--- src/rtl/boot_loader_pkg.sv ---
// boot_loader_pkg: shared state/error encodings and END_WORD width fitting for the boot loader
package boot_loader_pkg;

  localparam int unsigned MAX_DW = 256;

  typedef enum logic [2:0] {IDLE, LOAD, DRAIN, DONE, ERROR} state_e;

  typedef enum logic [1:0] {ERR_NONE, ERR_OVERRUN, ERR_OVERFLOW, ERR_TIMEOUT} err_code_e;

  // Zero-extends or truncates the terminator to the memory word width (caller casts to dw bits).
  function automatic logic [MAX_DW-1:0] end_word_fit(input logic [MAX_DW-1:0] w, input int unsigned dw);
    return w & ((MAX_DW'(1) << dw) - MAX_DW'(1));
  endfunction

endpackage

--- src/rtl/boot_byte_packer.sv ---
// boot_byte_packer: assembles little-endian words from a byte strobe and flags inter-byte timeouts
module boot_byte_packer #(
  parameter int unsigned DATA_WIDTH  = 32,
  parameter int unsigned TIMEOUT_CYC = 1_000_000
) (
  input  logic                  clk_i,
  input  logic                  rst_ni,
  input  logic                  en_i,
  input  logic [7:0]            byte_i,
  input  logic                  active_i,
  output logic                  word_valid_o,
  output logic [DATA_WIDTH-1:0] word_o,
  output logic                  timeout_o
);

  localparam int unsigned NB = DATA_WIDTH / 8;
  localparam int unsigned CW = $clog2(NB);
  localparam int unsigned TW = TIMEOUT_CYC > 1 ? $clog2(TIMEOUT_CYC) : 1;

  logic [CW-1:0]         cnt_q, cnt_d;
  logic [DATA_WIDTH-1:0] data_q, data_d;
  logic [TW-1:0]         tmo_q, tmo_d;
  logic                  last, wait_tmo;

  // Bytes shift in from the top, so after NB bytes byte 0 sits in the low lane.
  assign last         = cnt_q == CW'(NB - 1);
  assign word_valid_o = en_i && last;
  assign word_o       = {byte_i, data_q[DATA_WIDTH-1:8]};
  assign wait_tmo     = active_i && !en_i && cnt_q != '0;
  assign timeout_o    = (TIMEOUT_CYC != 0) && wait_tmo && tmo_q == TW'(TIMEOUT_CYC - 1);

  // Next-state for byte position, shift register and idle counter.
  always_comb begin
    cnt_d  = en_i ? (last ? '0 : cnt_q + 1'b1) : cnt_q;
    data_d = en_i ? word_o : data_q;
    tmo_d  = wait_tmo ? tmo_q + 1'b1 : '0;
  end

  // Packer state registers.
  always_ff @(posedge clk_i or negedge rst_ni) begin
    if (!rst_ni) begin
      cnt_q  <= '0;
      data_q <= '0;
      tmo_q  <= '0;
    end else begin
      cnt_q  <= cnt_d;
      data_q <= data_d;
      tmo_q  <= tmo_d;
    end
  end

endmodule

--- src/rtl/boot_loader_ctrl.sv ---
// boot_loader_ctrl: selects a byte source, packs words and streams them into instruction memory
module boot_loader_ctrl import boot_loader_pkg::*; #(
  parameter int unsigned        DATA_WIDTH  = 32,
  parameter int unsigned        ADDR_WIDTH  = 12,
  parameter int unsigned        NUM_SRC     = 2,
  parameter int unsigned        SRC_SEL_W   = NUM_SRC > 1 ? $clog2(NUM_SRC) : 1,
  parameter logic [MAX_DW-1:0]  END_WORD    = 'h0000_0FFF,
  parameter int unsigned        TIMEOUT_CYC = 1_000_000
) (
  input  logic                  clk_i,
  input  logic                  rst_ni,
  input  logic [SRC_SEL_W-1:0]  src_sel_i,
  input  logic [NUM_SRC-1:0]    byte_valid_i,
  input  logic [NUM_SRC*8-1:0]  byte_i,
  output logic                  mem_we_o,
  output logic [ADDR_WIDTH-1:0] mem_addr_o,
  output logic [DATA_WIDTH-1:0] mem_wdata_o,
  input  logic                  mem_gnt_i,
  output logic                  sys_rst_req_o,
  output logic                  done_o,
  output logic                  err_o,
  output logic [1:0]            err_code_o,
  output logic [ADDR_WIDTH:0]   word_count_o,
  output logic [DATA_WIDTH-1:0] checksum_o
);

  localparam logic [DATA_WIDTH-1:0] END_W = DATA_WIDTH'(end_word_fit(END_WORD, DATA_WIDTH));

  state_e                state_q, state_d;
  err_code_e             err_q, err_d;
  logic [SRC_SEL_W-1:0]  sel_q, sel_d, sel_in, sel;
  logic                  we_q, we_d;
  logic [ADDR_WIDTH-1:0] addr_q, addr_d;
  logic [DATA_WIDTH-1:0] wdata_q, wdata_d, csum_q, csum_d, word;
  logic [ADDR_WIDTH:0]   cnt_q, cnt_d, nxt;
  logic                  acc, grant, word_valid, tmo, ld;

  // Out-of-range selects fall back to source 0; the select only tracks the input while IDLE.
  assign sel_in = (32'(src_sel_i) < NUM_SRC) ? src_sel_i : '0;
  assign sel    = state_q == IDLE ? sel_in : sel_q;
  assign acc    = byte_valid_i[sel] && (state_q == IDLE || state_q == LOAD);
  assign grant  = we_q && mem_gnt_i;
  // Granted words equal the next free address, so one counter serves both.
  assign nxt    = cnt_q + (ADDR_WIDTH + 1)'(grant);
  assign ld     = state_q == LOAD && word_valid && word != END_W;

  boot_byte_packer #(
    .DATA_WIDTH (DATA_WIDTH),
    .TIMEOUT_CYC(TIMEOUT_CYC)
  ) u_packer (
    .clk_i       (clk_i),
    .rst_ni      (rst_ni),
    .en_i        (acc),
    .byte_i      (byte_i[8*sel +: 8]),
    .active_i    (state_q == LOAD),
    .word_valid_o(word_valid),
    .word_o      (word),
    .timeout_o   (tmo)
  );

  // FSM next-state, write buffer and bookkeeping; errors override grant-driven buffer updates.
  always_comb begin
    state_d = state_q;
    err_d   = err_q;
    sel_d   = sel;
    we_d    = we_q && !grant;
    addr_d  = addr_q;
    wdata_d = wdata_q;
    cnt_d   = nxt;
    csum_d  = grant ? csum_q ^ wdata_q : csum_q;
    if (state_q == IDLE && acc) state_d = LOAD;
    else if (state_q == LOAD && tmo) begin
      state_d = ERROR;
      err_d   = ERR_TIMEOUT;
    end else if (state_q == LOAD && word_valid && word == END_W) state_d = (we_q && !grant) ? DRAIN : DONE;
    else if (ld && nxt[ADDR_WIDTH]) begin
      state_d = ERROR;
      err_d   = ERR_OVERFLOW;
    end else if (ld && we_q && !grant) begin
      state_d = ERROR;
      err_d   = ERR_OVERRUN;
    end else if (ld) begin
      we_d    = 1'b1;
      addr_d  = nxt[ADDR_WIDTH-1:0];
      wdata_d = word;
    end else if (state_q == DRAIN && grant) state_d = DONE;
    if (state_d == ERROR) we_d = 1'b0;
  end

  // Controller state registers.
  always_ff @(posedge clk_i or negedge rst_ni) begin
    if (!rst_ni) begin
      state_q <= IDLE;
      err_q   <= ERR_NONE;
      sel_q   <= '0;
      we_q    <= 1'b0;
      addr_q  <= '0;
      wdata_q <= '0;
      cnt_q   <= '0;
      csum_q  <= '0;
    end else begin
      state_q <= state_d;
      err_q   <= err_d;
      sel_q   <= sel_d;
      we_q    <= we_d;
      addr_q  <= addr_d;
      wdata_q <= wdata_d;
      cnt_q   <= cnt_d;
      csum_q  <= csum_d;
    end
  end

  assign mem_we_o      = we_q;
  assign mem_addr_o    = addr_q;
  assign mem_wdata_o   = wdata_q;
  assign sys_rst_req_o = state_q != DONE;
  assign done_o        = state_q == DONE;
  assign err_o         = state_q == ERROR;
  assign err_code_o    = err_q;
  assign word_count_o  = cnt_q;
  assign checksum_o    = csum_q;

endmodule

--- config.mk ---
export PLATFORM = sky130hd
export DESIGN_NAME = boot_loader_ctrl
export DESIGN_NICKNAME = d
export VERILOG_FILES = /design/src/rtl/boot_loader_pkg.sv /design/src/rtl/boot_byte_packer.sv /design/src/rtl/boot_loader_ctrl.sv
export SDC_FILE = /design/constraint.sdc
export NUM_CORES = 1
export LEC_CHECK = 0
export CORE_AREA = 2 2 140 101
export DETAILED_ROUTE_END_ITERATION = 12
export DIE_AREA = 0 0 142 103
export PLACE_DENSITY = 0.7
export SYNTH_ARGS = -nofsm -noshare
export SYNTH_HDL_FRONTEND = slang
export SYNTH_SLANG_ARGS = --single-unit
--- constraint.sdc ---
create_clock -name clk_i -period 8.45 [get_ports clk_i]
set_input_delay 1.2675 -clock clk_i [delete_from_list [all_inputs] [get_ports clk_i]]
set_output_delay 1.2675 -clock clk_i [all_outputs]
set_load 0.01 [all_outputs]
Word level (Yosys, flattened, before mapping)
Index checks and enable logic that the tools add are counted.
{"block": "word_totals", "ram_bits": 0, "latchBits": 0, "regBits": 150, "inputBits": 22, "word_cells": 81, "n_memories": 0, "output_inout_bits": 95, "mem_bits_ro": 0}
{"block": "classes", "div_mod_pow": 0, "reduce_logical": 24, "n_lt_le_gt_ge": 1, "mul": 0, "addsub": 3, "n_bitwise": 6, "n_mux": 24, "shifts": 1, "eq_ne": 11}
{"cell": "== test 32 x 12 -> 1 bit (second input constant)", "n": 1}
{"cell": "inequality test 32 x 12 -> 1 bit (second input constant)", "n": 1}
{"cell": "XOR 32 bit", "n": 1}
{"cell": "2-to-1 mux 3 bit", "n": 7}
{"cell": "adder 20 x 1 -> 20 bit (second input constant)", "n": 1}
{"cell": "== test 20 bit (second input constant)", "n": 1}
{"cell": "2-to-1 mux 20 bit", "n": 1}
{"cell": "logical AND 1 bit", "n": 16}
{"cell": "indexed part select 16 x 5 -> 8 bit", "n": 1}
{"cell": "adder 13 x 1 -> 13 bit", "n": 1}
{"cell": "2-to-1 mux 1 bit", "n": 11}
{"cell": "2-to-1 mux 2 bit", "n": 5}
{"cell": "== test 3 x 2 -> 1 bit (second input constant)", "n": 2}
{"cell": "== test 3 bit (second input constant)", "n": 2}
{"cell": "AND reduction 6 bit", "n": 1}
{"cell": "inverter 1 bit", "n": 5}
{"cell": "== test 3 x 1 -> 1 bit (second input constant)", "n": 1}
{"cell": "logical NOT 3 bit", "n": 1}
{"cell": "inequality test 3 x 2 -> 1 bit (second input constant)", "n": 1}
{"cell": "AND reduction 3 bit", "n": 1}
{"cell": "nonzero test 3 bit", "n": 1}
{"cell": "adder 2 x 1 -> 2 bit (second input constant)", "n": 1}
{"cell": "== test 2 bit (second input constant)", "n": 1}
{"cell": "logical NOT 1 bit", "n": 2}
{"cell": "other kinds (4)", "n": 4}

Longest topological paths before layout
{"block": "depth", "depth_word": 17, "mapped_depth": 12, "ltp_nobuf": 9}

Cells and area by module
A second synthesis with hierarchy kept.
{"block": "hier_totals", "hier_cells": 485, "hier_area_um2": 6118.4}
{"module": "boot_loader_ctrl", "cells_each": 308, "n_inst": 1, "area_per_inst_um2": 4048.9}
{"module": "boot_byte_packer", "cells_each": 177, "n_inst": 1, "area_per_inst_um2": 2069.5}

Worst setup path after synthesis
No wires, ideal clock.
{"block": "synth_path", "kind": "input-to-reg", "startpoint": "in mem_gnt_i", "endpoint": "reg addr_q[0], in the netlist mem_addr_o[0]", "setup_slack_ps": 4651, "required_time_ps": 8325, "stages": 11, "setup_ps": 125, "arrival_time_ps": 3674, "path_buffers": 3, "path_cell_list": "and2_1 -> clkbuf_1 -> clkbuf_1 -> ha_1 -> ha_1 -> nand2_1 -> nor4_1 -> xnor2_1 -> nand4b_4 -> buf_12 -> mux2_4"}
{"block": "synth_via", "elab_chain_len": 5, "word_cells_on_any_way": 8, "classes_between": "add/sub (1); bitwise (2); reduce/logical (5)"}
{"item": "from (decl)", "line": "boot_loader_ctrl.sv:18", "text": "input logic mem_gnt_i,"}
{"item": "logical AND 1 bit (*)", "line": "boot_loader_ctrl.sv:42", "text": "assign grant = we_q && mem_gnt_i;"}
{"item": "via grant", "line": "boot_loader_ctrl.sv:36", "text": "logic acc, grant, word_valid, tmo, ld;"}
{"item": "adder 13 x 1 -> 13 bit or logical NOT 1 bit (tied branches)", "line": "boot_loader_ctrl.sv:44, boot_loader_ctrl.sv:79"}
{"item": "logical AND 1 bit (on tied branches)", "line": "boot_loader_ctrl.sv:76, boot_loader_ctrl.sv:79"}
{"item": "inverter 1 bit (no line)"}
{"item": "AND reduction 6 bit (no line)"}
{"item": "to (signal assigned)", "line": "boot_loader_ctrl.sv:106", "text": "addr_q <= addr_d;"}
{"item": "to (decl)", "line": "boot_loader_ctrl.sv:33", "text": "logic [ADDR_WIDTH-1:0] addr_q, addr_d;"}
The timed path passes the listed nets; every way through them passes the cells marked *.
A chain may end at the register's enable or synchronous reset.

Final worst setup path
{"block": "layout_path", "startpoint": "in mem_gnt_i", "endpoint": "reg wdata_q[1], in the netlist mem_wdata_o[1]"}
{"block": "layout_via", "elab_chain_len": 5, "word_cells_on_any_way": 8, "classes_between": "add/sub (1); bitwise (2); reduce/logical (5)"}
{"item": "logical AND 1 bit (*)", "line": "boot_loader_ctrl.sv:42"}
{"item": "adder 13 x 1 -> 13 bit or logical NOT 1 bit (tied branches)", "line": "boot_loader_ctrl.sv:44, boot_loader_ctrl.sv:79"}
{"item": "logical AND 1 bit (on tied branches)", "line": "boot_loader_ctrl.sv:76, boot_loader_ctrl.sv:79"}
{"item": "inverter 1 bit (no line)"}
{"item": "AND reduction 6 bit (no line) (*)"}
{"item": "to (signal assigned)", "line": "boot_loader_ctrl.sv:107", "text": "wdata_q <= wdata_d;"}
{"item": "to (decl)", "line": "boot_loader_ctrl.sv:34", "text": "logic [DATA_WIDTH-1:0] wdata_q, wdata_d, csum_q, csum_d, word;"}
Mark *: on every way between the ends. The rest lies on a longest branch, timed or not.

==> impl_metrics.csv <==
group,metric,value,unit
power_and_ir_drop,leakage,3.47,nW
yosys,ys_warn_count,0,
layout,layout-drive-gt1-share,15.0,%
setup_path,crit_path_end_kind,"flop",
yosys,syn_area_per_cell,12.6,um^2
layout,syn2layout_area_growth,30.7,%
cts,worstSkewPairLatency,0.41,ns
die,fp.dieArea,0.0146,mm^2
timing,period_minus_slack,4.76,ns
setup_path,cp_peak_stage_delay,0.91,ns
detailed_routing,drt-total-wl,13000,um
cts,root_buffer,"clkbuf_16",
power_and_ir_drop,clock_power_share,28.4,%
die,effective_utilization_at_floorplan,45.4,%
power_and_ir_drop,vdd.ir_drop.worst,167,uV
setup_path,cp_common_cell,"ha_1",
timing,min_period_over_period,56.4,%
timing,worst_slew_margin_relative_to_its_limit,26.3,%
yosys,yosysSeqAreaShare,58.1,%
yosys,synth.top_cell.area_share,58.1,%
die,floorplan.die.height,103,um
setup_path,cp_cell_sequence,"clkdlybuf4s50_1, and2_1, buf_4, ha_1, ha_1, nand2_1, nor4_1, xnor2_1, nand4b_4, mux2_2",
yosys,synth_top_area_cell,"dfrtp_1",
yosys,synthesized_instance_count,487,
yosys,main_combinational_cell_family_by_area_after_synthesis,"multiplexers",
cts,number_of_buffers_inserted_during_clock_tree_synthesis,17,
detailed_routing,avgViaCountPerCell,5.08,
die,boundaryPins,117,
detailed_routing,dr.pass1.iters,5,
detailed_routing,antenna_violating_nets_post_route,0,
setup_path,crit_buf_inv,2,
min_path,hp-class,"flop to flop",
place,detailedPlace.worstSlack,3.22,ns
setup_path,reg2reg_setup_slack,4.65,ns
detailed_routing,avgRoutedWirePerCell,16.5,um
global_route,grt_pass1_wl,21100,um
cts,cts_resized,0,
yosys,synth-compound-area-share,3.52,%
die,floorplan_die_width,142,um
timing,final-setup-viol-count,0,
layout,fillers,1081,
place,buffer_ports.inserted,116,
global_route,antenna_found_initial,0,
power_and_ir_drop,p_seq_share,41.6,%
setup_path,required,8.74,ns
detailed_routing,num_vias,4020,
timing,fin_skew,0.0125,ns
detailed_routing,route.detailed.drc,0,
global_route,grt_pass1_vias,3953,
yosys,postSynth.topFlopCell,"dfrtp_1",
yosys,post_synth_and_or_nand_nor_area_fraction,12.3,%
yosys,synthesis.area,0.00612,mm^2
layout,finish.net_count,634,
timing,worst_slew_pin_slew,1.10,ns
cts,cts-htree-levels,4,
layout,layout_cells_excl_fill,791,
global_route,track_usage,18.8,%
yosys,yosys-top-cells-count,"dfrtp_1, nand2_1, xnor2_1",
setup_path,crit_arrival,5.05,ns
job,max_cap_viol_count,0,
power_and_ir_drop,combinationalPowerShare,30.0,%
yosys,netlist_top_cells_area,"dfrtp_1, mux2_4, xnor2_1, mux2_2, nand2_1",
cts,clock_tree.buffer_depth,2,
yosys,synth-adder-area-share,1.02,%
place,place_congestion,0.857,
cts,post_cts.repair.setup_buffers,0,
setup_path,cpMaxStageDelayCell,"nand4b_4",
cts,cts_hold_buffers,0,
yosys,post_synth_mux_area_share,13.6,%
power_and_ir_drop,switching_share,30.1,%
place,post-dp-hpwl,9260,um
power_and_ir_drop,switching_power,0.815,mW
layout,layout.core_utilization,59.4,%
timing,hold_worst_slack,0.468,ns
timing,report.final.slew_viol_count,0,
yosys,synth_async_sr_flop_share,100,%
yosys,synth_xor_area_share,8.59,%
timing,report.final.hold_viol_count,0,
place,placement.cell_area,0.00738,mm^2
cts,cts_sinks,142,
power_and_ir_drop,fin_total_pwr,2.71,mW
timing,setup_tns,0,ns
timing,final_worst_path_setup_slack,3.69,ns
cts,tritoncts,"built",
global_route,grt_max_degree,81,
power_and_ir_drop,cellInternalPower,1.89,mW
setup_path,critical_path.max_fanout,52,
layout,n_antenna_cell,0,
yosys,synth.distinct_cells,41,
layout,final_cell_area,0.00800,mm^2
cts,clkSlewWorstSetupHoldPaths,0.06,ns
setup_path,crit_path_start_kind,"input pin",
die,rows,36,
yosys,synth-edff-count,0,
setup_path,criticalPathCategory,"input pin to flop",
setup_path,cp_top_family,"simple AND/OR/NAND/NOR gates",
timing,rsz0062_at_grt,"false",
yosys,synth.ff_latch_count,142,
yosys,syn_nets,514,
timing,fmax,210,MHz
die,core_region_area,0.0135,mm^2
status,run_status,"finished clean",
place,dp.cells,759,
power_and_ir_drop,power_per_cell_area,338,mW/mm^2
yosys,post-synth-top-count-cell,"dfrtp_1",
detailed_routing,drt_iter0_drc,269,
global_route,gr-total-overflow,0,
[placed cells by master (no fill, tap or decap), types with 2 or more instances in the layout]
master / n
xor2_1: 11
clkinvlp_4: 2
nand4_1: 10
nor2b_1: 2
clkbuf_16: 17
mux2_4: 34
a31oi_1: 2
dfrtp_1: 142
xnor2_1: 49
nand2_1: 57
buf_4: 3
o21ai_0: 11
mux2_2: 19
clkinv_2: 2
a211o_1: 2
nor4_1: 8
nand3_1: 12
or4_1: 2
mux2i_1: 11
clkbuf_8: 2
ha_1: 5
bufinv_16: 3
clkinv_4: 3
or3_1: 2
nand2b_1: 2
inv_6: 2
and3_1: 4
nor2_1: 36
and2_1: 3
nor4b_1: 3
clkdlybuf4s50_1: 115
nor3_1: 7
o31ai_1: 2
a21oi_1: 12
inv_1: 10
[layer usage]
metal  wire length (um)  vias to the layer above  GRT usage, %
met2               5610                      125          26.8
met4                 93                        0          5.69
met1               6560                     1979          28.8
met5                  0                        -             0
li1                   -                     1909             -
met3                756                        7          3.99
[flip-flops by register name, summed over array words and instances, names as in the netlist]
register and cells:
u_packer.tmo_q 20, u_packer.cnt_q 2, sel_q 1, u_packer.data_q 24, mem_addr_o 12, checksum_o 32
state_q 3, word_count_o 13, mem_wdata_o 32, err_code_o 2, mem_we_o 1
[worst reg2reg max path, cell delays in order (launching register included)]
cell	delay (ns)
dfrtp_1	0.37
and2_1	0.13
buf_4	0.35
ha_1	0.30
ha_1	0.24
nand2_1	0.09
nor4_1	0.34
xnor2_1	0.29
nand4b_4	0.91
mux2_2	0.66
[power groups by stage]
stage          Combinational (mW)  Sequential (mW)  Clock [mW]
2_1_floorplan               0.360             1.14           0
3_3_place_gp                0.801             1.13           0
3_5_place_dp                0.819             1.14           0
4_1_cts                     0.824             1.13       0.784
5_1_grt                     0.881             1.16       0.817
6_report                    0.812             1.13       0.768
[layout make-up]
class                      instances  area [um^2]  share of cell area [%]
clock inverter                    12          159                    1.99
tap                              171          214                    2.67
timing repair buffer             119         1180                    14.8
inverter                          10         37.5                   0.469
sequential                       142         3550                    44.4
multi-input combinational        317         2390                    29.9
clock buffer                      20          457                    5.71
[final timing paths]
| check | endpoint | startpoint | cells past startpoint |
|---|---|---|---|
| worst max-delay path | mem_wdata_o[1] | mem_gnt_i | 10 |
| worst min-delay path | checksum_o[3] | checksum_o[3] | 1 |
| worst max register to register | mem_wdata_o[1] | mem_we_o | 9 |
| worst min register to register | checksum_o[3] | checksum_o[3] | 1 |
| max in group asynchronous | mem_wdata_o[21] | rst_ni | 2 |
| min in group asynchronous | checksum_o[14] | rst_ni | 1 |
[cells by family after synthesis]
| family | after synthesis |
|---|---|
| AO/OA/AOI/OAI | 33 |
| multiplexers | 64 |
| AND/OR/NAND/NOR | 155 |
| flip-flops | 142 |
| XOR/XNOR | 60 |
| adder cells (fa/ha/maj) | 5 |
| buffers and inverters | 28 |
Note: power is estimated with default switching activity, not from simulation.
